`config.mk`:
```
export PLATFORM = sky130hd
export DESIGN_NAME = sh7034_ext_slave
export DESIGN_NICKNAME = d
export VERILOG_FILES = /design/src/rtl/sh7034_ext_slave.sv
export SDC_FILE = /design/constraint.sdc
export NUM_CORES = 1
export LEC_CHECK = 0
export BUFFER_PORTS_ARGS = -buffer_cell sky130_fd_sc_hd__buf_2
export CAP_MARGIN = 20
export CORE_MARGIN = 4
export CORE_UTILIZATION = 35
export DETAILED_ROUTE_END_ITERATION = 10
export PLACE_DENSITY = 0.65
export SKIP_CTS_REPAIR_TIMING = 1
export SKIP_LAST_GASP = 1
export SLEW_MARGIN = 20
export SYNTH_ARGS = -nofsm -noshare
export SYNTH_HDL_FRONTEND = slang
export SYNTH_SLANG_ARGS = --single-unit
```
`constraint.sdc`:
```
create_clock -name CLK -period 4.4 [get_ports CLK]
set_input_delay 0 -clock CLK [delete_from_list [all_inputs] [get_ports CLK]]
set_output_delay 0 -clock CLK [all_outputs]
set_load 0.1 [all_outputs]
```
`src/rtl/sh7034_ext_slave.sv`:
```
// sh7034_ext_slave: turns SH7034 external-bus cycles for one area into single requests on a synchronous memory port.
// It also asks the CPU for the bus through BREQ_N/BACK_N on behalf of an external agent.
module sh7034_ext_slave #(
   parameter int BUS16   = 1,
   parameter int ABITS   = 22,
   parameter int TIMEOUT = 255
) (
   input  logic             CLK,
   input  logic             RST_N,
   input  logic [23:0]      A,
   input  logic [15:0]      BD_I,
   output logic [15:0]      BD_O,
   input  logic             CS_N,
   input  logic             RD_N,
   input  logic             WRH_N,
   input  logic             WRL_N,
   output logic             WAIT_N,
   output logic             BREQ_N,
   input  logic             BACK_N,
   input  logic             EXT_REQ,
   output logic             EXT_GRANT,
   output logic [ABITS-1:0] MEM_ADDR,
   output logic [15:0]      MEM_WD,
   output logic [1:0]       MEM_BE,
   output logic             MEM_WE,
   output logic             MEM_REQ,
   input  logic             MEM_ACK,
   input  logic [15:0]      MEM_RD,
   output logic             ERR
);
   typedef enum logic [1:0] {IDLE, REQ, HOLD} state_t;
   state_t state, state_nxt;
   logic stb, stb_q, start, tmo, abort, a0, back_s1, back_s2, breq_nxt, unused_a;
   logic [7:0] cnt;
   logic [ABITS-1:0] addr_w;
   logic [15:0] rd_lane;
   // Edge-detect the strobes: CS_N stays low across byte-split sequences.
   assign stb       = ~CS_N & (~RD_N | ~WRH_N | ~WRL_N);
   assign start     = stb & ~stb_q & ~EXT_GRANT;
   assign tmo       = (state == REQ) & ~MEM_ACK & (cnt + 8'd1 == 8'(TIMEOUT));
   assign EXT_GRANT = ~back_s2 & ~BREQ_N;
   assign addr_w    = (BUS16 != 0) ? A[ABITS:1] : A[ABITS-1:0];
   assign rd_lane   = (BUS16 != 0) ? MEM_RD : {8'h00, a0 ? MEM_RD[7:0] : MEM_RD[15:8]};
   assign unused_a  = ^A;
   always_comb begin
      state_nxt = state;
      breq_nxt  = ~EXT_REQ | ((state == IDLE || EXT_GRANT) ? 1'b0 : BREQ_N);
      case (state)
         IDLE:    state_nxt = start ? REQ : IDLE;
         REQ:     state_nxt = MEM_ACK ? ((abort | ~stb) ? IDLE : HOLD) : (tmo ? HOLD : REQ);
         HOLD:    state_nxt = stb ? HOLD : IDLE;
         default: state_nxt = IDLE;
      endcase
   end
   always_ff @(posedge CLK or negedge RST_N)
      if (!RST_N) state <= IDLE;
      else        state <= state_nxt;
   always_ff @(posedge CLK or negedge RST_N) begin
      if (!RST_N) begin
         stb_q    <= 1'b0;
         back_s1  <= 1'b1;
         back_s2  <= 1'b1;
         BREQ_N   <= 1'b1;
         WAIT_N   <= 1'b1;
         BD_O     <= '0;
         MEM_REQ  <= 1'b0;
         MEM_WE   <= 1'b0;
         MEM_BE   <= '0;
         MEM_ADDR <= '0;
         MEM_WD   <= '0;
         ERR      <= 1'b0;
         cnt      <= '0;
         abort    <= 1'b0;
         a0       <= 1'b0;
      end else begin
         stb_q   <= stb;
         back_s1 <= BACK_N;
         back_s2 <= back_s1;
         BREQ_N  <= breq_nxt;
         ERR     <= tmo;
         // Requests cannot be cancelled; any ack, even a late one, retires the pending request.
         if (MEM_ACK) MEM_REQ <= 1'b0;
         if (state == IDLE && start) begin
            WAIT_N   <= 1'b0;
            MEM_REQ  <= 1'b1;
            MEM_WE   <= RD_N;
            MEM_ADDR <= addr_w;
            MEM_BE   <= (BUS16 != 0) ? (RD_N ? {~WRH_N, ~WRL_N} : 2'b11) : (A[0] ? 2'b01 : 2'b10);
            cnt      <= '0;
            abort    <= 1'b0;
            a0       <= A[0];
            if (RD_N) MEM_WD <= (BUS16 != 0) ? BD_I : {BD_I[7:0], BD_I[7:0]};
         end
         if (state == REQ) begin
            cnt <= cnt + 8'd1;
            if (~stb) abort <= 1'b1;
            if (~stb | MEM_ACK | tmo) WAIT_N <= 1'b1;
            if (MEM_ACK & ~abort & stb & ~MEM_WE) BD_O <= rd_lane;
            else if (tmo) BD_O <= 16'hFFFF;
         end
      end
   end
endmodule

```
==> flow_metrics.tcl <==
set metrics [dict create \
    num_antenna_cells 0 \
    area_growth_pct 47.6 \
    first_pass_iters 4 \
    final_net_count 551 \
    hold_violations 0 \
    ys_warn_count 0 \
    dpl_cell_area_um2 3790 \
    final_area_um2 4610 \
    finalClockSkew_ns 0.0137 \
    drt-met1-wl_um 3490 \
    async_reset_ff_frac 1.00 \
    hold_class "in -> reg" \
    min_period_ns 2.45 \
    via_count 2731 \
    syn_inst 299 \
    core_area_um2 8720 \
    cts.reportedPaths.clkPinSlew_ns 0.08 \
    antenna_left 0 \
    max-cap-violations 0 \
    dieWidth_um 102 \
    clk_latency_ns 0.34 \
    die_y_um 102 \
    seq_area_frac_synth 0.602 \
    grt_use_total 0.147 \
    cts.htree.levels 3 \
    tns_ns 0 \
    routed_wl_um 8310 \
    ys_dominant_reg_cell "dfrtp_1" \
    grt_pass1_vias 2572 \
    relSlewSlack 0.326 \
    rsz0062_at_grt "no" \
    cp.arrival_ns 2.65 \
    fmax_ghz 0.409 \
    place_congestion 0.790 \
    min_path_cells 3 \
    dr_wl_met2_um 4160 \
    setup_violations 0 \
    finalCritPeriodShare 0.556 \
    grt_max_degree 76 \
    via_per_inst 4.59 \
    io_pins 127 \
    drt-initial-drc-count 86 \
    critPathLaunchType "register" \
    antenna_found_initial 0 \
    grt.overflow.total 0 \
    endpoint_kind "register" \
    crit_type "reg -> reg" \
    r2r_setup_slack_ns 1.95 \
    cts-root-buf "clkbuf_8" \
    wire_per_inst_um 14.0 \
    cp_max_fo 17 \
    netlist_area_um2 3120 \
    met3_length_um 569 \
    io_buffers 124 \
    clock_sinks 75 \
    synth_nets 366 \
    outcome "completed" \
    final_common_cell "buf_2" \
    clockBufferDepth 2 \
    cts_tree "yes" \
    synth_area_per_cell_um2 10.4 \
    die-area_um2 10500 \
    highest_layer "met4" \
    drcViolationCount 0 \
    final_cell_mix "buf_2 (123), nand2_1 (78), dfrtp_1 (71)" \
    initial_core_util 0.358 \
    cp.required_ns 4.60 \
    drive_above_1_share 0.343 \
    rr_worst_depth 6 \
    synth-seq-cells 75 \
    synth-edff-count 0 \
    tightest_slew_ns 1.00 \
    grt_pass1_wl_um 12200 \
    dp_hpwl_um 5330 \
    fp-row-count 34 \
    slew_viol_final 0 \
    cts_inserted_buffers 9 \
    synth.distinct_cells 40 \
]
cell type report:
| class | count | area [um^2] |
|---|---|---|
| clock inverter | 5 | 56.3 |
| tap | 108 | 135 |
| inverter | 4 | 15.0 |
| sequential | 75 | 1880 |
| timing repair buffer | 188 | 1260 |
| clock buffer | 9 | 124 |
| fill | 791 | 4110 |
| multi-input combinational | 206 | 1140 |
cell families after synthesis:
family / Yosys count / synth area share
xor+xnor: 3 / 0.00841
buf+inv: 18 / 0.0352
mux: 16 / 0.0685
flops: 75 / 0.602
simple gates: 143 / 0.201
fa+ha+maj: 2 / 0.00801
compound gates: 42 / 0.0769
per-stage QoR:
step	util	worst slack, ns	instances	hold slack (ns)
floorplan	-	1.53	299	-0.296
global placement	0.435	2.03	518	0.105
detailed placement	0.435	1.98	518	0.111
CTS	0.456	1.96	532	-0.250
global route	0.529	1.71	595	0.139
finish	0.529	1.95	595	0.129
metal layers:
layer | track usage | vias to the layer above
met5 | 0 | -
met4 | 0.0363 | 0
met3 | 0.0498 | 10
met2 | 0.246 | 85
met1 | 0.184 | 1283
li1 | - | 1353
worst max-delay path, cell delays in order (launching register included):
cell	delay [ns]
dfrtp_1	0.40
or2_2	0.34
nor4_4	0.76
buf_4	0.35
nor2_1	0.14
o21ai_0	0.22
o31ai_1	0.09
state kept, by name, summed over array words and instances, names as in the netlist, 2 cells and up:
name	cells
MEM_BE	2
state	2
MEM_ADDR	22
MEM_WD	16
BD_O	16
cnt	8
path summary, 6_finish.rpt:
check                          from   endpoint
min reg2reg                 back_s1    back_s2
min                            RD_N      stb_q
min in group asynchronous     RST_N  MEM_WD[0]
max                        state[0]     cnt[3]
max reg2reg                state[0]     cnt[3]
max in group asynchronous     RST_N     cnt[6]
synthesized netlist by cell type, drive strengths merged, types with 2 or more instances:
master  instances  area (um^2)
a21oi          17         85.1
nand3           5         25.0
inv             4         15.0
dfstp           4          105
nor2           43          169
nand2b          2         12.5
nand4           4         31.3
nand3b          2         15.0
xor2            3         26.3
o21ai          15         75.1
a31oi           4         25.0
clkbuf          2         8.75
ha              2         25.0
dfrtp          71         1780
buf            12         86.3
nand2          79          304
mux2           16          214
Power is not shown: default switching activity piles up to over one toggle a cycle in this logic, so the estimate is an artifact.
